$ cat src/rtl/maxpool_pkg.sv
// Shared defaults, FSM state type and counter sizing for the 3x3 max-pool block.
package maxpool_pkg;

  localparam int unsigned DATA_W_DEF   = 8;
  localparam int unsigned MAX_WBLK_DEF = 16;
  localparam int unsigned MAX_HBLK_DEF = 16;

  // Pixel-in-block and row-in-band counters both run 0..2.
  localparam int unsigned PIX_CNT_W = 2;
  localparam int unsigned ROW_CNT_W = 2;

  localparam logic [PIX_CNT_W-1:0] PIX_LAST = 2'd2;
  localparam logic [ROW_CNT_W-1:0] ROW_LAST = 2'd2;

  typedef enum logic [1:0] {
    IDLE = 2'd0,
    RUN  = 2'd1,
    DONE = 2'd2
  } state_t;

  // Index width for an n-entry array; never narrower than one bit.
  function automatic int unsigned idx_w(input int unsigned n);
    return (n > 1) ? $clog2(n) : 1;
  endfunction

endpackage

$ cat src/rtl/comp_3.sv
// Three-input unsigned maximum with a registered result, valid one cycle after start.
module comp_3
  import maxpool_pkg::*;
#(
  parameter int unsigned in_length = DATA_W_DEF
) (
  input  logic                 clk,
  input  logic                 reset,
  input  logic                 i_start,
  input  logic [in_length-1:0] i_in1,
  input  logic [in_length-1:0] i_in2,
  input  logic [in_length-1:0] i_in3,
  output logic [in_length-1:0] o_max,
  output logic                 o_valid
);

  logic [in_length-1:0] w_max12;
  logic [in_length-1:0] w_max;
  logic [in_length-1:0] r_max;
  logic                 r_valid;

  // Two-level unsigned compare tree.
  always_comb begin
    w_max12 = (i_in1 > i_in2) ? i_in1 : i_in2;
    w_max   = (i_in3 > w_max12) ? i_in3 : w_max12;
  end

  // Capture the maximum on start; valid follows start by one cycle.
  always_ff @(posedge clk) begin
    if (reset) begin
      r_max   <= '0;
      r_valid <= 1'b0;
    end else begin
      r_valid <= i_start;
      if (i_start) begin
        r_max <= w_max;
      end
    end
  end

  assign o_max   = r_max;
  assign o_valid = r_valid;

endmodule

$ cat src/rtl/maxpool3_ctrl.sv
// Streaming 3x3 stride-3 max-pool controller: horizontal max per block via comp_3,
// vertical max across a 3-row band via a one-row line buffer.
module maxpool3_ctrl
  import maxpool_pkg::*;
#(
  parameter int unsigned DATA_W   = DATA_W_DEF,
  parameter int unsigned MAX_WBLK = MAX_WBLK_DEF,
  parameter int unsigned MAX_HBLK = MAX_HBLK_DEF
) (
  input  logic                          clk,
  input  logic                          reset,
  input  logic                          start,
  input  logic [$clog2(MAX_WBLK+1)-1:0] cfg_wblk,
  input  logic [$clog2(MAX_HBLK+1)-1:0] cfg_hblk,
  input  logic [DATA_W-1:0]             s_data,
  input  logic                          s_valid,
  output logic                          s_ready,
  output logic [DATA_W-1:0]             m_data,
  output logic                          m_valid,
  input  logic                          m_ready,
  output logic                          busy,
  output logic                          done
);

  localparam int unsigned CW_W  = $clog2(MAX_WBLK + 1);
  localparam int unsigned CH_W  = $clog2(MAX_HBLK + 1);
  localparam int unsigned LB_AW = idx_w(MAX_WBLK);

  state_t r_state;
  state_t w_state_d;

  logic [CW_W-1:0]      r_wblk;
  logic [CH_W-1:0]      r_hblk;
  logic [PIX_CNT_W-1:0] r_pix;
  logic [CW_W-1:0]      r_col;
  logic [ROW_CNT_W-1:0] r_row;
  logic [CH_W-1:0]      r_band;

  logic [DATA_W-1:0]    r_px0;
  logic [DATA_W-1:0]    r_px1;

  // Position tags travelling alongside the comparator result.
  logic [LB_AW-1:0]     r_res_col;
  logic [ROW_CNT_W-1:0] r_res_row;
  logic                 r_res_last;

  logic [DATA_W-1:0]    r_linebuf [MAX_WBLK];

  logic [DATA_W-1:0]    r_m_data;
  logic                 r_m_valid;
  logic                 r_m_last;

  logic                 w_start_acc;
  logic                 w_cfg_zero;
  logic                 w_stall;
  logic                 w_s_ready;
  logic                 w_accept;
  logic                 w_blk_end;
  logic                 w_col_end;
  logic                 w_row_end;
  logic                 w_band_end;
  logic                 w_comp_start;
  logic                 w_frame_end_px;
  logic                 w_out_hs;
  logic [DATA_W-1:0]    w_res;
  logic                 w_res_valid;
  logic [DATA_W-1:0]    w_lb_rd;
  logic [DATA_W-1:0]    w_merge;

  // Handshake and counter-boundary decode.
  always_comb begin
    w_start_acc    = (r_state == IDLE) && start;
    w_cfg_zero     = (cfg_wblk == '0) || (cfg_hblk == '0);
    w_stall        = r_m_valid && !m_ready;
    w_s_ready      = (r_state == RUN) && !w_stall;
    w_accept       = s_valid && w_s_ready;
    w_blk_end      = (r_pix == PIX_LAST);
    w_col_end      = (r_col == r_wblk - CW_W'(1));
    w_row_end      = (r_row == ROW_LAST);
    w_band_end     = (r_band == r_hblk - CH_W'(1));
    w_comp_start   = w_accept && w_blk_end;
    w_frame_end_px = w_comp_start && w_col_end && w_row_end && w_band_end;
    w_out_hs       = r_m_valid && m_ready;
  end

  // FSM state register.
  always_ff @(posedge clk) begin
    if (reset) begin
      r_state <= IDLE;
    end else begin
      r_state <= w_state_d;
    end
  end

  // FSM next state: DONE lasts exactly one cycle.
  always_comb begin
    w_state_d = r_state;
    unique case (r_state)
      IDLE: begin
        if (start) begin
          w_state_d = w_cfg_zero ? DONE : RUN;
        end
      end
      RUN: begin
        if (w_out_hs && r_m_last) begin
          w_state_d = DONE;
        end
      end
      DONE:    w_state_d = IDLE;
      default: w_state_d = IDLE;
    endcase
  end

  // Latch frame geometry only on an accepted start.
  always_ff @(posedge clk) begin
    if (reset) begin
      r_wblk <= '0;
      r_hblk <= '0;
    end else if (w_start_acc) begin
      r_wblk <= cfg_wblk;
      r_hblk <= cfg_hblk;
    end
  end

  // Raster position counters: pixel -> column block -> row-in-band -> band.
  always_ff @(posedge clk) begin
    if (reset || w_start_acc) begin
      r_pix  <= '0;
      r_col  <= '0;
      r_row  <= '0;
      r_band <= '0;
    end else if (w_accept) begin
      if (!w_blk_end) begin
        r_pix <= r_pix + PIX_CNT_W'(1);
      end else begin
        r_pix <= '0;
        if (!w_col_end) begin
          r_col <= r_col + CW_W'(1);
        end else begin
          r_col <= '0;
          if (!w_row_end) begin
            r_row <= r_row + ROW_CNT_W'(1);
          end else begin
            r_row  <= '0;
            r_band <= w_band_end ? '0 : r_band + CH_W'(1);
          end
        end
      end
    end
  end

  // Hold the first two pixels of a block until the third arrives.
  always_ff @(posedge clk) begin
    if (reset) begin
      r_px0 <= '0;
      r_px1 <= '0;
    end else if (w_accept) begin
      if (r_pix == PIX_CNT_W'(0)) begin
        r_px0 <= s_data;
      end
      if (r_pix == PIX_CNT_W'(1)) begin
        r_px1 <= s_data;
      end
    end
  end

  // Tag the in-flight comparator result with the block position it belongs to.
  always_ff @(posedge clk) begin
    if (reset) begin
      r_res_col  <= '0;
      r_res_row  <= '0;
      r_res_last <= 1'b0;
    end else if (w_comp_start) begin
      r_res_col  <= r_col[LB_AW-1:0];
      r_res_row  <= r_row;
      r_res_last <= w_frame_end_px;
    end
  end

  comp_3 #(
    .in_length (DATA_W)
  ) u_comp_3 (
    .clk     (clk),
    .reset   (reset),
    .i_start (w_comp_start),
    .i_in1   (r_px0),
    .i_in2   (r_px1),
    .i_in3   (s_data),
    .o_max   (w_res),
    .o_valid (w_res_valid)
  );

  // Vertical merge of the new horizontal max with the partial column max.
  always_comb begin
    w_lb_rd = r_linebuf[r_res_col];
    w_merge = (w_lb_rd > w_res) ? w_lb_rd : w_res;
  end

  // Line buffer: row 0 seeds the column max, row 1 folds into it; no reset needed.
  always_ff @(posedge clk) begin
    if (w_res_valid && (r_res_row != ROW_LAST)) begin
      r_linebuf[r_res_col] <= (r_res_row == ROW_CNT_W'(0)) ? w_res : w_merge;
    end
  end

  // Output register: loads on row-2 results, clears on handshake. A load can never
  // coincide with a stall because the third pixel is refused while stalled.
  always_ff @(posedge clk) begin
    if (reset) begin
      r_m_data  <= '0;
      r_m_valid <= 1'b0;
      r_m_last  <= 1'b0;
    end else if (w_res_valid && (r_res_row == ROW_LAST)) begin
      r_m_data  <= w_merge;
      r_m_valid <= 1'b1;
      r_m_last  <= r_res_last;
    end else if (m_ready) begin
      r_m_valid <= 1'b0;
    end
  end

  assign s_ready = w_s_ready;
  assign m_data  = r_m_data;
  assign m_valid = r_m_valid;
  assign busy    = (r_state == RUN) || (r_state == DONE);
  assign done    = (r_state == DONE);

endmodule
$ cat config.mk
export PLATFORM = sky130hd
export DESIGN_NAME = maxpool3_ctrl
export DESIGN_NICKNAME = d
export VERILOG_FILES = /design/src/rtl/maxpool_pkg.sv /design/src/rtl/comp_3.sv /design/src/rtl/maxpool3_ctrl.sv
export SDC_FILE = /design/constraint.sdc
export NUM_CORES = 1
export LEC_CHECK = 0
export CORE_MARGIN = 2
export CORE_UTILIZATION = 30
export CTS_CLUSTER_DIAMETER = 120
export DETAILED_ROUTE_END_ITERATION = 7
export HOLD_SLACK_MARGIN = 0.08
export SKIP_LAST_GASP = 1
export SLEW_MARGIN = 10
export SYNTH_ARGS = -nofsm -noshare
export SYNTH_HDL_FRONTEND = slang
export SYNTH_SLANG_ARGS = --single-unit
$ cat constraint.sdc
create_clock -name clk -period 6.8 [get_ports clk]
set_input_delay 1.36 -clock clk [delete_from_list [all_inputs] [get_ports clk]]
set_output_delay 1.36 -clock clk [all_outputs]
set_load 0.01 [all_outputs]
After elaboration in Yosys (flattened, before gate mapping). Memory sizes are Yosys's and may differ from the RTL's. A register that Yosys moved wholly into a read port is not among the register bits. Index checks and enable logic that the tools add are counted.

Add/sub/neg operators: 6. Order comparisons: 3. Eq/ne operators: 11. Muxes and demuxes: 18. Reduce and logical (&&, ||, !) cells: 29.

Operators with widths (number): 2-to-1 mux 8 bit (4); > comparator 8 bit (3); logical AND 1 bit (12); adder 5 x 1 -> 5 bit (second input constant) (2); equality test 5 bit (2); logical NOT 5 bit (2); 2-to-1 mux 2 bit (5); 2-to-1 mux 5 bit (2); subtractor 5 x 1 -> 5 bit (second input constant) (2); equality test 2 bit (second input constant) (4); 2-to-1 mux 4 bit (2); AND reduction 2 bit (4); logical NOT 2 bit (3); != test 2 bit (second input constant) (3); adder 2 x 1 -> 2 bit (second input constant) (2); equality test 2 x 1 -> 1 bit (second input constant) (2); 2-to-1 mux 1 bit (4); one-hot mux 2 bit (2 select lines) (1); AND reduction 4 bit (1); logical OR 1 bit (3); AND reduction 3 bit (1); logical NOT 1 bit (2); nonzero test 2 bit (1).

Bits in registers: 68. RAM bits: 128. Output and inout port bits: 12. Logic and storage cells: 85. Memories kept: 1.

Memory list: r_linebuf (depth 16, bits a word 8, rd ports 1, clocked after Yosys merged registers in 1, wr ports 1, RTL line maxpool3_ctrl.sv:47) `logic [DATA_W-1:0] r_linebuf [MAX_WBLK];`.

Longest topological paths before layout. Gate-level depths: netlist of run 1.

Depth in word-level cells: 9. Depth in mapped cells: 14. Depth with buffers taken out: 14.

Hierarchy. Synthesis of run 1 repeated with hierarchy kept, for this count alone.

Cell total of the unflattened synthesis: 664. Area, all modules: 8913.5 um^2.

By module, submodules not included: maxpool3_ctrl (instances 1, cells an instance 569, area an instance 8016.4 um^2, sequential area each 5104.9 um^2); comp_3 (instances 1, cells an instance 95, area an instance 897.1 um^2, sequential area each 180.2 um^2).

Worst setup path before layout of run 1. No wires, ideal clock.

Path type: register -> register. Start: reg with a tool-made name. End: mem r_linebuf[0][1] (netlist bit) (data pin). Library setup time: 0.285 ns. Arrival time: 3.077 ns. Setup slack: 3.438 ns. Cell stages (with the launch flop): 14. Path buffers: 3. Path through: dfxtp_1 -> buf_6 -> buf_12 -> buf_12 -> mux4_1 -> mux2i_1 -> a21oi_1 -> ha_1 -> and4b_1 -> a211oi_1 -> o21ai_0 -> o21ai_0 -> nor2_1 -> mux2_2.

RTL lines (RTL line): end: declaration (maxpool3_ctrl.sv:47).

==> flow_summary.json, run 1 <==
{
  "drive_above_1_share_pct": 11.7,
  "synth.distinct_cells": 56,
  "cts_root_buf": "clkbuf_16",
  "grt.busiest_layer": "met2",
  "grt_max_degree": 60,
  "row_count": 63,
  "vias": 5401,
  "yosysTopAreaCell": "edfxtp_1",
  "hold-worst-slack_ns": 0.462,
  "tns_ns": 0,
  "crit_path_cell_trace": "buf_4 > mux4_2 > nor2b_1 > a211oi_1 > a21oi_1 > ha_1 > and3_1 > nand2_1 > o21ai_0 > o21ai_0 > nor2_1 > mux2_2",
  "wl_per_cell_um": 17.2,
  "ys_dominant_reg_cell": "edfxtp_1",
  "dieArea_um2": 31100,
  "finalWirelength_mm": 18.9,
  "synthTopCellsByArea": "edfxtp_1 (43%), dfxtp_1 (16%), mux4_2 (4.8%)",
  "path_class": "register to register",
  "seq_power_share_pct": 52.5,
  "yosysSeqAreaShare_pct": 59.2,
  "port_buffers": 34,
  "fin_worst_skew_ns": 0.0153,
  "io_pins": 35,
  "grt_use_met2_pct": 21.0,
  "cp_slowest_cell": "nor2_1",
  "start_util_pct": 30.3,
  "power.total_w": 0.00246,
  "irDropWorstVdd_mv": 0.162,
  "die_w_um": 176,
  "max_freq_mhz": 207,
  "clock_latency_ns": 0.44,
  "syn_inst": 667,
  "yosysTopAreaCellShare_pct": 43.1,
  "comb_power_share_pct": 5.4,
  "critPathTopFamily": "simple AND/OR/NAND/NOR gates",
  "dp_cells": 1070,
  "area_growth_pct": 15.0,
  "hold_path_depth": 2,
  "most-common-layout-cells": "edfxtp_1 (128), dfxtp_1 (70), nand2_1 (55)",
  "grtUsageTotal_pct": 12.7,
  "path_buf_inv": 1,
  "r2r_slack_ns": 1.96,
  "utilization_pct": 34.8,
  "grt_pass1_vias": 5298,
  "maxCapViolations": 0,
  "vias_per_cell": 4.90,
  "cts_tree": "built",
  "drv_slew": 0,
  "critPathMaxFanout": 21,
  "diodes": 0,
  "synth_seq_cells": 200,
  "min_to": "r_res_last",
  "ctsHoldBuffers": 0,
  "switching_share_pct": 23.7,
  "clkSlewWorstSetupHoldPaths_ns": 0.07,
  "yosysWarnings": 0,
  "antenna_found_initial": 0,
  "p_int_w": 0.00188,
  "crit_top_cell": "o21ai_0",
  "nets": 753,
  "async_flop_share_pct": 0,
  "p_switching_w": 0.000584,
  "hold_class": "register to register",
  "hold_violations": 0,
  "cts_max_level": 4,
  "status": "finished, final reports clean",
  "power_density_nw_per_um2": 240,
  "syn_area_um2": 8920,
  "met1_usage_pct": 17.1,
  "cts_made_buffers": 17,
  "ant_nets": 0,
  "min_period_over_period_pct": 71.2,
  "tightest_slew_ns": 1.22,
  "postCtsSetupRepairBufs": 0,
  "reg2reg_depth": 12,
  "routabilityCongestion": 0.753,
  "grt_first_pass_wirelength_mm": 30.2,
  "grt-ovfl-total": 0,
  "cts_sinks": 200,
  "syn-num-nets": 721,
  "dr.pass1.iters": 4,
  "core_area_um2": 29500,
  "relSlewSlack_pct": 18.2,
  "leakage_nw": 3.34,
  "start_kind": "register",
  "rsz0062_at_grt": "no",
  "stdcell_count": 1102,
  "layout_commonest_cell": "edfxtp_1",
  "cts_buffer_depth": 2,
  "synth-edff-count": 128,
  "cp_slowest_stage_delay_ns": 0.84,
  "drc": 0,
  "dpl.hpwl_mm": 12.3,
  "crit_arrival_ns": 4.99,
  "worstHoldStart": "r_res_last",
  "critical_path_required_ns": 6.95,
  "globalRouteMet3Util_pct": 2.09,
  "clock_power_share_pct": 42.1,
  "die_h_um": 176,
  "cts_resized": 0,
  "drt-initial-drc-count": 579,
  "avgSynthCellArea_um2": 13.4,
  "r2r_end": "r_linebuf[1][0]",
  "finalCriticalPeriod_ns": 4.84,
  "end_kind": "register",
  "setup_viol": 0
}
[layout make-up]
class / instances / area, um2
timing repair buffer: 43 / 403
multi-input combinational: 410 / 3360
tap: 390 / 488
clock buffer: 17 / 425
sequential: 200 / 5290
clock inverter: 15 / 199
inverter: 27 / 101
fill: 2885 / 19200
[worst max-delay path by stage]
stage | startpoint | endpoint | slack, ns | cells past startpoint
CTS | register | r_linebuf[13][5] | 2.01 | 12
finish | register | r_linebuf[1][0] | 1.96 | 12
detailed placement | register | r_linebuf[15][4] | 2.01 | 12
global route | register | r_linebuf[8][0] | 1.55 | 12
global placement | register | r_linebuf[14][4] | 2.08 | 12
floorplan | register | r_linebuf[0][1] | 3.44 | 13
[flip-flops by register name (all words and copies together), names as in the netlist, named ones only]
signal,flops
r_linebuf,128
m_valid,1
r_band,5
m_data,8
r_pix,2
r_px1,8
r_wblk,5
r_m_last,1
r_px0,8
r_hblk,5
r_col,5
r_res_col,4
u_comp_3.o_max,8
u_comp_3.o_valid,1
r_row,2
r_res_last,1
r_res_row,2
r_state,2
[metal layers]
layer  share of wire (%)  vias to the layer above
met1                  47                     2689
met5                   0                        -
met2                  48                       97
met4                 1.8                        0
li1                    -                     2594
met3                 3.4                       21
[tightest hold or removal path, stage by stage (launching register included)]
cell and delay [ns]:
dfxtp_1 0.31, nand2_1 0.05, a21oi_1 0.06
[power groups by stage]
stage	registers (W)	clock network [W]	logic [W]
after floorplan	0.00132	0	0.0000936
after global placement	0.00132	0	0.000132
after detailed placement	0.00132	0	0.000134
after CTS	0.00129	0.00106	0.000134
after global routing	0.00130	0.00111	0.000150
final	0.00129	0.00104	0.000133
[through the flow]
step / instance area, um2 / worst slack [ns]
3_5_place_dp: 9640 / 2.01
5_1_grt: 10300 / 1.55
3_3_place_gp: 9640 / 2.08
4_1_cts: 10300 / 2.01
6_report: 10300 / 1.96
2_1_floorplan: 8920 / 3.44
[cells by family (layout without fill, tap and decap cells)]
kind of cell | after synthesis | count (layout) | synth area share, %
adder cells (fa/ha/maj) | 31 | 31 | 4.35
flip-flops | 200 | 200 | 59.2
buffers and inverters | 57 | 102 | 3.34
AO/OA/AOI/OAI | 94 | 94 | 7.10
XOR/XNOR | 18 | 18 | 1.77
multiplexers | 69 | 69 | 12.9
AND/OR/NAND/NOR | 198 | 198 | 11.3
[synth_stat cells, drive strengths merged (5+ instances only)]
master    n
edfxtp  128
dfxtp    72
nand2    55
nor2     46
a21oi    44
mux4     32
ha       31
mux2i    28
inv      27
clkbuf   18
nor3     15
nand3    13
nor2b    13
a211oi   12
buf      12
a221o    10
and2     10
xnor2    10
mux2      9
o211ai    9
or3       9
nand4     8
o21ai     8
xor2      8
nand4b    7
nand2b    5
(Power assumes the default switching activity.)
==> run 2: changes to the inputs <==
==> constraint.sdc (replaced) <==
create_clock -name clk -period 4 [get_ports clk]
set_input_delay 0.8 -clock clk [delete_from_list [all_inputs] [get_ports clk]]
set_output_delay 0.8 -clock clk [all_outputs]
set_load 0.01 [all_outputs]
==> run 2 against run 1 <==
Against the previous run: via count is 0.98% higher; final cell count up 1.5%; largest power group unchanged; wire length rose by 1.5%.
==> flow_summary.json, run 2 (synthesis gave the netlist of run 1 again) <==
{
  "seqCellArea_um2": 5290,
  "postCtsSetupRepairBufs": 0,
  "tightest_slew_ns": 1.22,
  "cp.depth": 13,
  "cts_max_level": 4,
  "maxCapViolations": 0,
  "drive_above_1_share_pct": 13.7,
  "die_h_um": 176,
  "diodes": 0,
  "routabilityCongestion": 0.773,
  "critPathTopFamily": "simple AND/OR/NAND/NOR gates",
  "hold_class": "register to register",
  "port_buffers": 34,
  "max_freq_mhz": 271,
  "cts_root_buf": "clkbuf_16",
  "core_area_um2": 29500,
  "regMostFlops": "r_linebuf",
  "status": "finished, final reports clean",
  "dpl.hpwl_mm": 13.0,
  "finalWirelength_mm": 19.2,
  "min_period_over_period_pct": 92.2,
  "area_growth_pct": 17.0,
  "multiInputGateArea_um2": 3370,
  "nets": 769,
  "dr.pass1.iters": 5,
  "crit_arrival_ns": 4.06,
  "start_kind": "register",
  "critPathMaxFanout": 9,
  "critical_path_required_ns": 4.37,
  "cts_tree": "built",
  "grt_first_pass_wirelength_mm": 30.5,
  "power_density_nw_per_um2": 402,
  "setup_viol": 0,
  "start_util_pct": 30.3,
  "crit_path_cell_trace": "buf_4 > mux4_1 > nor2b_1 > a211oi_1 > a21oi_1 > ha_1 > and4b_1 > a211oi_1 > o21ai_0 > o21ai_0 > buf_4 > nor3_1 > a221o_1",
  "grtUsageTotal_pct": 12.8,
  "place_area_um2": 9800,
  "cts_resized": 0,
  "layout_commonest_cell": "edfxtp_1",
  "path_buf_inv": 2,
  "hold_violations": 0,
  "fin_ws_ns": 0.312,
  "most-common-layout-cells": "edfxtp_1 (128), dfxtp_1 (71), nand2_1 (55)",
  "drv_slew": 0,
  "die_w_um": 176,
  "vias": 5454,
  "r2r_slack_ns": 0.31,
  "grt_pass1_vias": 5403,
  "reg2reg_depth": 13,
  "dp_slack_ns": 0.0111,
  "path_class": "register to register",
  "antenna_found_initial": 0,
  "row_count": 63,
  "cp_slowest_stage_delay_ns": 0.67,
  "cts_buffer_depth": 2,
  "clkSlewWorstSetupHoldPaths_ns": 0.07,
  "grt_max_degree": 41,
  "vias_per_cell": 4.88,
  "cts_sinks": 200,
  "io_pins": 35,
  "ant_nets": 0,
  "wl_per_cell_um": 17.2,
  "finalCriticalPeriod_ns": 3.69,
  "rsz0062_at_grt": "yes",
  "ctsHoldBuffers": 0,
  "finalInstanceArea_um2": 10400,
  "end_kind": "register",
  "grt-ovfl-total": 0,
  "leakage_nw": 3.46,
  "fin_worst_skew_ns": 0.0121,
  "clock_latency_ns": 0.43,
  "irDropWorstVdd_mv": 0.272,
  "final.fill_count": 2876,
  "utilization_pct": 35.4,
  "cp_slowest_cell": "nor3_1",
  "drt-initial-drc-count": 435,
  "dieArea_um2": 31100,
  "largest_reg_flops": 128,
  "relSlewSlack_pct": 18.2,
  "drc": 0,
  "worstSetupEndpoint": "m_data[7]",
  "r2r_end": "m_data[7]",
  "cts_made_buffers": 17
}
## run 2: stage by stage
stage / instances / total power [W] / hold WS, ns / setup TNS, ns
after floorplan: 667 / 0.00240 / 0.436 / 0
after global placement: 1086 / 0.00247 / 0.450 / 0
after detailed placement: 1086 / 0.00247 / 0.452 / 0
after CTS: 1118 / 0.00423 / 0.461 / 0
after global routing: 1118 / 0.00434 / 0.491 / -0.441
final: 1118 / 0.00420 / 0.458 / 0
## run 2: worst reg2reg max path, cell delays in order (launching register included)
cell	delay (ns)
dfxtp_2	0.35
buf_4	0.21
mux4_1	0.55
nor2b_1	0.14
a211oi_1	0.21
a21oi_1	0.09
ha_1	0.35
and4b_1	0.19
a211oi_1	0.06
o21ai_0	0.14
o21ai_0	0.21
buf_4	0.20
nor3_1	0.67
a221o_1	0.27
## run 2: how the worst min path moves through the flow
stage	slack [ns]	cells after the start	start	to
floorplan	0.44	2	r_res_last	r_res_last
global placement	0.45	2	r_res_last	r_res_last
detailed placement	0.45	2	r_res_last	r_res_last
CTS	0.46	2	r_res_last	r_res_last
global route	0.49	2	r_res_last	r_res_last
finish	0.46	2	r_res_last	r_res_last
## run 2: cell type report
type	count	area share (%)
Sequential cell	200	50.6
Multi-Input combinational cell	410	32.3
Timing Repair Buffer	59	5.37
Clock buffer	22	5.07
Tap cell	390	4.68
Inverter	27	0.971
Clock inverter	10	0.959
## run 2: layer usage
metal	GRT usage [%]	vias to the layer above	routed length, um
li1	-	2617	-
met1	16.9	2696	8670
met2	21.4	115	9350
met3	1.64	26	729
met4	5.51	0	456
met5	0	-	0
## run 2: where the power goes
part	switching [W]	total, W	internal, W	leakage, nW
registers	0.0000162	0.00220	0.00218	1.73
clock network	0.000732	0.00177	0.00104	0.328
logic	0.000124	0.000226	0.000102	1.39
total	0.000873	0.00420	0.00333	3.46
==> run 3: changes to the inputs <==
--- a/config.mk
+++ b/config.mk
@@ -9,7 +9,8 @@
 export CORE_UTILIZATION = 30
 export CTS_CLUSTER_DIAMETER = 120
 export DETAILED_ROUTE_END_ITERATION = 7
-export HOLD_SLACK_MARGIN = 0.08
+export HOLD_SLACK_MARGIN = 0.05
+export PLACE_DENSITY = 0.5
 export SKIP_LAST_GASP = 1
 export SLEW_MARGIN = 10
 export SYNTH_ARGS = -nofsm -noshare
==> constraint.sdc (replaced) <==
create_clock -name clk -period 4 [get_ports clk]
set_input_delay 1 -clock clk [delete_from_list [all_inputs] [get_ports clk]]
set_output_delay 1 -clock clk [all_outputs]
set_load 0.01 [all_outputs]
==> run 3 against run 2 <==
Against the previous run: largest cell class unchanged; flip-flop and latch count is the same; sequential power barely moved; final cell count grew 0.63%; worst hold slack better by 0.0010 ns; maximum frequency shrank 2.3%; critical path depth down 1; clock-buffer cell count is 5 lower; clock skew is 0.0036 ns higher; worst setup slack got worse by 0.089 ns; register-to-register slack worse by 0.09 ns; largest power group unchanged.
==> flow_summary.json, run 3 (synthesis gave the netlist of run 1 again) <==
{
  "reg2reg_depth": 12,
  "layout_commonest_cell": "edfxtp_1",
  "hold_violations": 0,
  "fin_worst_skew_ns": 0.0157,
  "drc": 0,
  "grt_max_degree": 36,
  "maxCapViolations": 0,
  "ant_nets": 0,
  "nets": 776,
  "port_buffers": 34,
  "antenna_found_initial": 0,
  "routabilityCongestion": 0.738,
  "drv_slew": 0,
  "die_h_um": 176,
  "ctsHoldBuffers": 0,
  "postCtsSetupRepairBufs": 0,
  "path_class": "register to register",
  "drive_above_1_share_pct": 14.4,
  "cts_made_buffers": 17,
  "finalWirelength_mm": 20.0,
  "r2r_slack_ns": 0.22,
  "die_w_um": 176,
  "dr.pass1.iters": 4,
  "power_density_nw_per_um2": 394,
  "critical_path_required_ns": 4.14,
  "relSlewSlack_pct": 17.9,
  "end_kind": "register",
  "wl_per_cell_um": 17.8,
  "vias_per_cell": 4.75,
  "dieArea_um2": 31100,
  "tns_ns": 0,
  "cts_tree": "built",
  "core_area_um2": 29500,
  "utilization_pct": 35.5,
  "irDropWorstVdd_mv": 0.283,
  "start_util_pct": 30.3,
  "final.fill_count": 2866,
  "leakage_nw": 3.46,
  "cts_buffer_depth": 2,
  "cts_resized": 1,
  "crit_arrival_ns": 3.92,
  "grt_pass1_vias": 5430,
  "grt_first_pass_wirelength_mm": 31.3,
  "io_pins": 35,
  "dpl.hpwl_mm": 13.8,
  "row_count": 63,
  "grtUsageTotal_pct": 13.5,
  "hold_class": "register to register",
  "r2r_end": "r_linebuf[1][5]",
  "grt-ovfl-total": 0,
  "setup_viol": 0,
  "status": "finished, final reports clean",
  "cts_root_buf": "clkbuf_16",
  "area_growth_pct": 17.2,
  "clkSlewWorstSetupHoldPaths_ns": 0.07,
  "rsz0062_at_grt": "yes",
  "critPathMaxFanout": 16,
  "drt-initial-drc-count": 262,
  "largest_reg_flops": 128,
  "cts_sinks": 200,
  "diodes": 0,
  "max_freq_mhz": 265,
  "vias": 5346,
  "clock_latency_ns": 0.43,
  "start_kind": "register",
  "worstSetupEndpoint": "r_linebuf[1][5]",
  "most-common-layout-cells": "edfxtp_1 (128), dfxtp_1 (71), nand2_1 (55)",
  "tightest_slew_ns": 1.23,
  "finalCriticalPeriod_ns": 3.78,
  "cts_max_level": 4,
  "regMostFlops": "r_linebuf",
  "min_period_over_period_pct": 94.4
}
==> run 3: cell count changes in the layout (fill, tap and decap cells not counted), sizes merged <==
| cell | previous run | this run |
|---|---|---|
| clkinv | 4 | 7 |
| clkinvlp | 0 | 1 |
| bufinv | 3 | 0 |
| clkbuf | 22 | 17 |
| buf | 26 | 33 |
| inv | 30 | 34 |
==> run 3: worst min-delay path by stage <==
stage	startpoint	end	slack [ns]	cells after the start
after floorplan	r_res_last	r_res_last	0.44	2
after global placement	r_res_last	r_res_last	0.45	2
after detailed placement	r_res_last	r_res_last	0.45	2
after CTS	r_res_last	r_res_last	0.46	2
after global routing	r_res_last	r_res_last	0.47	2
final	r_res_last	r_res_last	0.46	2
==> run 3: area by class of cell <==
class	count	area, um2	share of cell area (%)
repair buffers	66	626	5.98
clock inverters	15	173	1.65
multi-input cells	410	3360	32.1
inverters	27	101	0.969
well taps	390	488	4.66
clock buffers	17	425	4.07
flip-flops and latches	200	5290	50.5
==> run 3: through the flow <==
stage          power [W]  setup WS [ns]  cells  area [um2]  hold WS [ns]
3_3_place_gp     0.00248        -0.0502   1093        9860         0.445
4_1_cts          0.00417          0.234   1125       10500         0.463
3_5_place_dp     0.00248         0.0115   1093        9860         0.452
2_1_floorplan    0.00240          0.638    667        8920         0.436
6_report         0.00412          0.224   1125       10500         0.459
5_1_grt          0.00428        -0.0190   1125       10500         0.475
==> run 3: power breakdown <==
group	internal (W)	leakage (nW)	total, W	switching [W]
logic	0.000106	1.43	0.000231	0.000125
registers	0.00218	1.73	0.00220	0.0000168
clock network	0.000846	0.289	0.00169	0.000845
total	0.00313	3.46	0.00412	0.000987
==> run 3: layer usage <==
layer / wire, um / track usage (%)
met1: 8980 / 16.8
met2: 10400 / 24.2
met4: 146 / 3.41
met3: 545 / 2.17
met5: 0 / 0
==> run 3: worst max-delay path: stages (launching register included) <==
cell and delay, ns:
dfxtp_2 0.36, buf_4 0.20, buf_12 0.15, mux4_1 0.54, mux2i_1 0.19, a21oi_1 0.12
ha_1 0.34, and3_1 0.17, nand2_1 0.07, o21ai_0 0.14, o21ai_0 0.15, nor2_2 0.52
mux2_2 0.53
